### config.mk
export PLATFORM = sky130hd
export DESIGN_NAME = conv2d_mem_core
export DESIGN_NICKNAME = d
export VERILOG_FILES = /design/src/rtl/conv2d_pkg.sv /design/src/rtl/conv2d_tap_gen.sv /design/src/rtl/conv2d_mem_core.sv
export SDC_FILE = /design/constraint.sdc
export NUM_CORES = 1
export LEC_CHECK = 0
export CORE_ASPECT_RATIO = 1.5
export CORE_MARGIN = 4
export CORE_UTILIZATION = 64
export CTS_CLUSTER_DIAMETER = 200
export CTS_CLUSTER_SIZE = 16
export DETAILED_ROUTE_END_ITERATION = 6
export PLACE_DENSITY = 0.87
export SLEW_MARGIN = 25
export SYNTH_ARGS = -nofsm -noshare
export SYNTH_HDL_FRONTEND = slang
export SYNTH_HIERARCHICAL = 1
export SYNTH_SLANG_ARGS = --single-unit
### constraint.sdc
create_clock -name clk -period 21.5 [get_ports clk]
set_input_delay 2.15 -clock clk [delete_from_list [all_inputs] [get_ports clk]]
set_output_delay 2.15 -clock clk [all_outputs]
set_load 0.01 [all_outputs]
### src/rtl/conv2d_pkg.sv
// conv2d_mem_core shared definitions: dimensions, address widths, states.
// Imported by conv2d_tap_gen and conv2d_mem_core.
package conv2d_pkg;
  localparam int WIDTH_D    = 32;
  localparam int HEIGHT_D   = 32;
  localparam int CHANNELS_D = 3;
  localparam int FILTERS_D  = 16;
  localparam int K_D        = 3;
  localparam int PAD_D      = 1;

  localparam int ACC_W   = 32;
  localparam int IMG_AW  = 10;
  localparam int KER_AW  = 9;
  localparam int BIAS_AW = 4;
  localparam int POS_W   = 5;
  localparam int TAP_W   = 2;

  typedef logic [2:0] state_t;
  localparam state_t S_IDLE  = 3'd0;
  localparam state_t S_BIAS  = 3'd1;
  localparam state_t S_MAC   = 3'd2;
  localparam state_t S_DRAIN = 3'd3;
  localparam state_t S_OUT   = 3'd4;
  localparam state_t S_DONE  = 3'd5;

  function automatic logic [ACC_W-1:0] relu(
    input logic [ACC_W-1:0] v
  );
    return v[ACC_W-1] ? '0 : v;
  endfunction
endpackage

### src/rtl/conv2d_tap_gen.sv
// Tap walker for one output pixel: c/ky/kx counters, padding flag,
// and the image/kernel ROM addresses of the current tap.
module conv2d_tap_gen
  import conv2d_pkg::*;
#(
  parameter int WIDTH    = WIDTH_D,
  parameter int HEIGHT   = HEIGHT_D,
  parameter int CHANNELS = CHANNELS_D,
  parameter int K        = K_D,
  parameter int PAD      = PAD_D
) (
  input  logic               clk,
  input  logic               rst,
  input  logic               i_adv,
  input  logic [BIAS_AW-1:0] i_f,
  input  logic [POS_W-1:0]   i_row,
  input  logic [POS_W-1:0]   i_col,
  output logic [TAP_W-1:0]   o_c,
  output logic               o_last,
  output logic               o_pad_ok,
  output logic [IMG_AW-1:0]  o_image_addr,
  output logic [KER_AW-1:0]  o_kernel_addr
);
  localparam int PW = POS_W + 2;

  logic [TAP_W-1:0] r_c;
  logic [TAP_W-1:0] r_ky;
  logic [TAP_W-1:0] r_kx;
  logic             w_kx_end;
  logic             w_ky_end;
  logic             w_c_end;
  logic [PW-1:0]    w_ry;
  logic [PW-1:0]    w_rx;
  logic [PW-1:0]    w_iy;
  logic [PW-1:0]    w_ix;
  logic             w_row_ok;
  logic             w_col_ok;
  logic [IMG_AW-1:0] w_iaddr;

  assign w_kx_end = (r_kx == TAP_W'(K - 1));
  assign w_ky_end = (r_ky == TAP_W'(K - 1));
  assign w_c_end  = (r_c == TAP_W'(CHANNELS - 1));

  // Step kx fastest, then ky, then channel; wrap to 0 after last tap.
  always_ff @(posedge clk or negedge rst) begin
    if (!rst) begin
      r_c  <= '0;
      r_ky <= '0;
      r_kx <= '0;
    end else if (i_adv) begin
      if (w_kx_end) begin
        r_kx <= '0;
        if (w_ky_end) begin
          r_ky <= '0;
          r_c  <= w_c_end ? '0 : r_c + 1'b1;
        end else begin
          r_ky <= r_ky + 1'b1;
        end
      end else begin
        r_kx <= r_kx + 1'b1;
      end
    end
  end

  assign w_ry = PW'(i_row) + PW'(r_ky);
  assign w_rx = PW'(i_col) + PW'(r_kx);
  assign w_iy = w_ry - PW'(PAD);
  assign w_ix = w_rx - PW'(PAD);

  assign w_row_ok = (w_ry >= PW'(PAD)) &&
                    (w_ry < PW'(HEIGHT + PAD));
  assign w_col_ok = (w_rx >= PW'(PAD)) &&
                    (w_rx < PW'(WIDTH + PAD));

  assign w_iaddr = IMG_AW'(w_iy) * IMG_AW'(WIDTH) +
                   IMG_AW'(w_ix);

  assign o_c          = r_c;
  assign o_last       = w_kx_end & w_ky_end & w_c_end;
  assign o_pad_ok     = w_row_ok & w_col_ok;
  assign o_image_addr = o_pad_ok ? w_iaddr : '0;
  assign o_kernel_addr =
    KER_AW'(i_f) * KER_AW'(CHANNELS * K * K) +
    KER_AW'(r_c) * KER_AW'(K * K) +
    KER_AW'(r_ky) * KER_AW'(K) +
    KER_AW'(r_kx);
endmodule

### src/rtl/conv2d_mem_core.sv
// Streaming 3x3 conv engine fed from synchronous ROMs, filter-major out.
// Define CONV2D_RELU_EN to clamp negative results to 0.
module conv2d_mem_core
  import conv2d_pkg::*;
#(
  parameter int WIDTH              = WIDTH_D,
  parameter int HEIGHT             = HEIGHT_D,
  parameter int CHANNELS           = CHANNELS_D,
  parameter int FILTERS            = FILTERS_D,
  parameter int K                  = K_D,
  parameter int PAD                = PAD_D,
  parameter int BIAS_MODE_POST_ADD = 1
) (
  input  logic               clk,
  input  logic               rst,
  input  logic               start,
  output logic               done,
  output logic [IMG_AW-1:0]  image_addr,
  input  logic [7:0]         image_r_data,
  input  logic [7:0]         image_g_data,
  input  logic [7:0]         image_b_data,
  output logic [KER_AW-1:0]  kernel_addr,
  input  logic [7:0]         kernel_data,
  output logic [BIAS_AW-1:0] bias_addr,
  input  logic [7:0]         bias_data,
  output logic [ACC_W-1:0]   out_data,
  output logic               out_valid
);
  state_t             r_state;
  logic               r_bcnt;
  logic [BIAS_AW-1:0] r_f;
  logic [POS_W-1:0]   r_row;
  logic [POS_W-1:0]   r_col;
  logic [ACC_W-1:0]   r_acc;
  logic [ACC_W-1:0]   r_bias;
  logic               r_dv;
  logic [TAP_W-1:0]   r_dc;
  logic               r_done;
  logic [ACC_W-1:0]   r_out_data;
  logic               r_out_valid;

  logic               w_adv;
  logic [TAP_W-1:0]   w_c;
  logic               w_last;
  logic               w_pad_ok;
  logic [7:0]         w_pix;
  logic [16:0]        w_pe;
  logic [16:0]        w_we;
  logic signed [16:0] w_prod;
  logic [ACC_W-1:0]   w_prod_sx;
  logic [ACC_W-1:0]   w_bias_sx;
  logic [ACC_W-1:0]   w_acc_next;
  logic [ACC_W-1:0]   w_sum;
  logic [ACC_W-1:0]   w_res;
  logic [ACC_W-1:0]   w_init;
  logic               w_col_end;
  logic               w_row_end;
  logic               w_f_end;
  logic               w_post;

  assign w_adv  = (r_state == S_MAC);
  assign w_post = (BIAS_MODE_POST_ADD != 0);

  conv2d_tap_gen #(
    .WIDTH    (WIDTH),
    .HEIGHT   (HEIGHT),
    .CHANNELS (CHANNELS),
    .K        (K),
    .PAD      (PAD)
  ) u_tap (
    .clk           (clk),
    .rst           (rst),
    .i_adv         (w_adv),
    .i_f           (r_f),
    .i_row         (r_row),
    .i_col         (r_col),
    .o_c           (w_c),
    .o_last        (w_last),
    .o_pad_ok      (w_pad_ok),
    .o_image_addr  (image_addr),
    .o_kernel_addr (kernel_addr)
  );

  // ROM data belongs to the tap issued last cycle: use delayed channel.
  always_comb begin
    w_pix = image_b_data;
    unique case (1'b1)
      (r_dc == 2'd0): w_pix = image_r_data;
      (r_dc == 2'd1): w_pix = image_g_data;
      default:        w_pix = image_b_data;
    endcase
  end

  assign w_pe      = {9'd0, w_pix};
  assign w_we      = {{9{kernel_data[7]}}, kernel_data};
  assign w_prod    = $signed(w_pe) * $signed(w_we);
  assign w_prod_sx = {{(ACC_W-17){w_prod[16]}}, w_prod};
  assign w_bias_sx = {{(ACC_W-8){bias_data[7]}}, bias_data};

  assign w_acc_next = r_acc + (r_dv ? w_prod_sx : '0);
  assign w_sum      = w_acc_next + (w_post ? r_bias : '0);
  assign w_init     = w_post ? '0 : r_bias;

`ifdef CONV2D_RELU_EN
  assign w_res = relu(w_sum);
`else
  assign w_res = w_sum;
`endif

  assign w_col_end = (r_col == POS_W'(WIDTH - 1));
  assign w_row_end = (r_row == POS_W'(HEIGHT - 1));
  assign w_f_end   = (r_f == BIAS_AW'(FILTERS - 1));

  // Sequencer: bias fetch, tap issue, drain, output, pixel advance.
  always_ff @(posedge clk or negedge rst) begin
    if (!rst) begin
      r_state <= S_IDLE;
      r_bcnt  <= 1'b0;
      r_f     <= '0;
      r_row   <= '0;
      r_col   <= '0;
      r_done  <= 1'b0;
    end else begin
      case (r_state)
        S_IDLE, S_DONE: begin
          if (start) begin
            r_done  <= 1'b0;
            r_f     <= '0;
            r_row   <= '0;
            r_col   <= '0;
            r_bcnt  <= 1'b0;
            r_state <= S_BIAS;
          end
        end
        S_BIAS: begin
          r_bcnt <= ~r_bcnt;
          if (r_bcnt) r_state <= S_MAC;
        end
        S_MAC: begin
          if (w_last) r_state <= S_DRAIN;
        end
        S_DRAIN: r_state <= S_OUT;
        S_OUT: begin
          if (!w_col_end) begin
            r_col   <= r_col + 1'b1;
            r_state <= S_MAC;
          end else begin
            r_col <= '0;
            if (!w_row_end) begin
              r_row   <= r_row + 1'b1;
              r_state <= S_MAC;
            end else begin
              r_row <= '0;
              if (w_f_end) begin
                r_done  <= 1'b1;
                r_state <= S_DONE;
              end else begin
                r_f     <= r_f + 1'b1;
                r_bcnt  <= 1'b0;
                r_state <= S_BIAS;
              end
            end
          end
        end
        default: r_state <= S_IDLE;
      endcase
    end
  end

  // MAC datapath: delayed tap tags, accumulator, result register.
  always_ff @(posedge clk or negedge rst) begin
    if (!rst) begin
      r_dv        <= 1'b0;
      r_dc        <= '0;
      r_acc       <= '0;
      r_bias      <= '0;
      r_out_data  <= '0;
      r_out_valid <= 1'b0;
    end else begin
      r_dv        <= w_adv & w_pad_ok;
      r_dc        <= w_c;
      r_out_valid <= 1'b0;
      if (r_state == S_BIAS && r_bcnt) begin
        r_bias <= w_bias_sx;
        r_acc  <= w_post ? '0 : w_bias_sx;
      end else if (r_state == S_OUT) begin
        r_acc <= w_init;
      end else if (r_dv) begin
        r_acc <= w_acc_next;
      end
      if (r_state == S_DRAIN) begin
        r_out_data  <= w_res;
        r_out_valid <= 1'b1;
      end
    end
  end

  assign done      = r_done;
  assign bias_addr = r_f;
  assign out_data  = r_out_data;
  assign out_valid = r_out_valid;
endmodule

==> metrics <==
status completed; Cells after Synth 1261; CP endpoint kind flop; Critical Path End out_data[31]; part of the power in registers 16.3%; initial antenna violation count 0; Seq/Total Area, Yosys 22.61%; CTS tree built; I/O Buffers 99; WP depth 41; global placer's final weighted congestion 0.9362; switching share of power 49.40%; syn_area_per_cell 8.865 sq um; slowest stage delay, CP 650 ps; Starting Density 65.83%; Std-Cell Core Area 16980 sq um; Final Util 74.39%; detailed-route via count 9485; clock share of power 8.0%; synthesized flop and latch total 101; number of synthesized flops with an enable pin 0; Startpoint Class input port; switching power 1017 uW; Die Y 169.9 um; synth unique cells 80; CP top delay family compound AO/OA/AOI/OAI gates; Pre-antenna DRT Iters 7; global-route wire length before repair 45.09 mm; total routed wirelength 26.58 mm; Clock Sinks 101; Critical Path RT 21740 ps; Synth area leaders dfrtp_1 (23%), ha_1 (16%), fa_1 (9.7%), inv_1 (3.9%), o21ai_0 (3.7%); r2r setup slk 11710 ps; combinational share of power 75.8%; min cycle time layout 11260 ps; worst skew pair latency 360 ps; worst-path maximum fanout 8; internal cell power 1042 uW; clock transition at the registers of the reported paths 80 ps; CTS buffer count 9; ys flop type dfrtp_1; post-synth top area share 22.61%; ANT cells 0; Worst Path Arrival 11500 ps; Post-CTS Hold Buffers 0; Root Buffer Master clkbuf_16; post-cts resize count 0; Synth area leader dfrtp_1; die area 19690 sq um; crit share post-route 52.37%; top-count cell post-synth ha_1; largest net degree at the start of global routing 80; layout cell share with drive strength beyond 1 4.974%; critical path startpoint image_g_data[2]; P per Cell Area 163.0 nW/um^2; H-tree levels 3; reg2reg path depth 40; Post-Syn Area 11180 sq um; warnings from Yosys 6; Post-CTS Repair Setup Buffers 0; remaining global-route overflow 0; count of final setup violators 0; Area growth syn-to-layout 13.01%; slowest CP cell a211oi_1; WL/cell 17.07 um; Worst R2R Start r_dc[0]; Row Count 58; Slew Limit Fails 0; final hold violations 0; Hold WC Path Type reg -> reg; CP Class in -> reg; maximum VDD drop 0.0001772 V; reg2reg end out_data[31]; Ports 100; post-route DRC violation count 0; hold slack 485.8 ps; number of global-route vias before repair 9904; Synth top cells by count ha_1 (145), inv_1 (115), nand2_1 (109), dfrtp_1 (101), o21ai_0 (82); TNS Setup 0 ps; nets@finish 1584; ys async rst share 100.0%; Die X-Extent 115.9 um; total power 2059 uW; All-Layer GR Usage 27.75%; f_max 0.08881 GHz; syn_nets 1503; crit path buf inv count 5; Max Cap Viol 0; ANT nets after route 0; drt via density 6.092; cell mode on critical path a21oi_1; DRT iter0 DRCs 522; Slew headroom 40.48%; DP HPWL 20.75 mm; RSZ-0062 raised after global routing no; leak pwr 0.006294 uW; Least-Margin Pin Slew 880.8 ps; CTS max path bufs 2; clock skew 15.17 ps
[worst min-delay path by stage]
stage	cells past startpoint	from	slack (ps)	to
4_1_cts	2	out_data[28]	490	out_data[28]
6_report	2	out_data[28]	490	out_data[28]
5_1_grt	2	out_data[21]	520	out_data[21]
2_1_floorplan	0	u_tap/o_c[0]	420	r_dc[0]
3_5_place_dp	2	out_data[18]	470	out_data[18]
3_3_place_gp	2	out_data[1]	460	out_data[1]
[power groups by stage]
stage               Sequential (uW)  Clock [uW]  Combinational, uW
floorplan                       320           0               1110
global placement                334           0               1500
detailed placement              336           0               1540
CTS                             334         165               1560
global route                    345         173               1730
finish                          335         164               1560
[cell usage in the layout, fill, tap and decap left out, drive strengths merged, types with 8 or more instances in the layout]
| cell | count |
|---|---|
| nand4 | 8 |
| a31oi | 10 |
| mux2i | 13 |
| nand2 | 109 |
| a211oi | 10 |
| or2 | 8 |
| clkbuf | 9 |
| nor2b | 46 |
| a21oi | 78 |
| a21o | 39 |
| xor2 | 34 |
| and2 | 29 |
| and3 | 17 |
| dfrtp | 101 |
| xnor2 | 47 |
| nor2 | 54 |
| ha | 145 |
| o21ai | 88 |
| nand3 | 26 |
| nand2b | 28 |
| fa | 54 |
| a22o | 35 |
| inv | 120 |
| o21a | 12 |
| clkdlybuf4s50 | 98 |
| mux2 | 12 |
| o21bai | 10 |
| nor3 | 17 |
| o31ai | 9 |
[sequential cells by signal, summed over array words and instances, names as in the netlist, 3 cells and up]
register   flops
bias_addr      4
out_data      32
r_acc         32
r_bias         8
r_col          5
r_row          5
r_state        3
[logic make-up after synthesis]
| family | count (synthesis) | synth area share, % |
|---|---|---|
| buffers and inverters | 149 | 5.093 |
| AND/OR/NAND/NOR | 366 | 16.80 |
| XOR/XNOR | 82 | 6.682 |
| adder cells (fa/ha/maj) | 199 | 25.90 |
| multiplexers | 25 | 2.373 |
| AO/OA/AOI/OAI | 339 | 20.54 |
| flip-flops | 101 | 22.61 |
[area by class of cell]
type	count	area, sq um
fill	1282	4349
inverter	115	431.7
clock inverter	7	62.56
multi-input combinational	1011	8092
tap	210	262.8
clock buffer	9	225.2
timing repair buffer	104	1030
sequential	101	2529
[through the flow]
stage,cells,instance area [sq um],worst slack [ps]
floorplan,1261,11180,11530
global placement,1541,12340,9990
detailed placement,1541,12340,9891
CTS,1557,12630,10240
global route,1557,12630,9647
finish,1557,12630,10240
[layer usage]
layer | part of all wire [%] | wire [um] | vias to the layer above | global-route usage [%]
met5 | 0 | 0 | - | 0
met1 | 40 | 10610 | 4558 | 32.36
met4 | 3.1 | 833 | 0 | 9.743
met3 | 4.2 | 1119 | 70 | 3.806
met2 | 53 | 14020 | 253 | 51.24
li1 | - | - | 4604 | -
[worst register-to-register path, delay by kind of cell, from the launching register on]
kind / cells / cell delay (ps)
adder cells (fa/ha/maj): 7 / 3070
multiplexers: 1 / 250
AND/OR/NAND/NOR: 8 / 880
flip-flops: 1 / 620
AO/OA/AOI/OAI: 17 / 4090
XOR/XNOR: 3 / 490
buffers and inverters: 4 / 260
No activity file was read; power rests on OpenSTA's default activity.
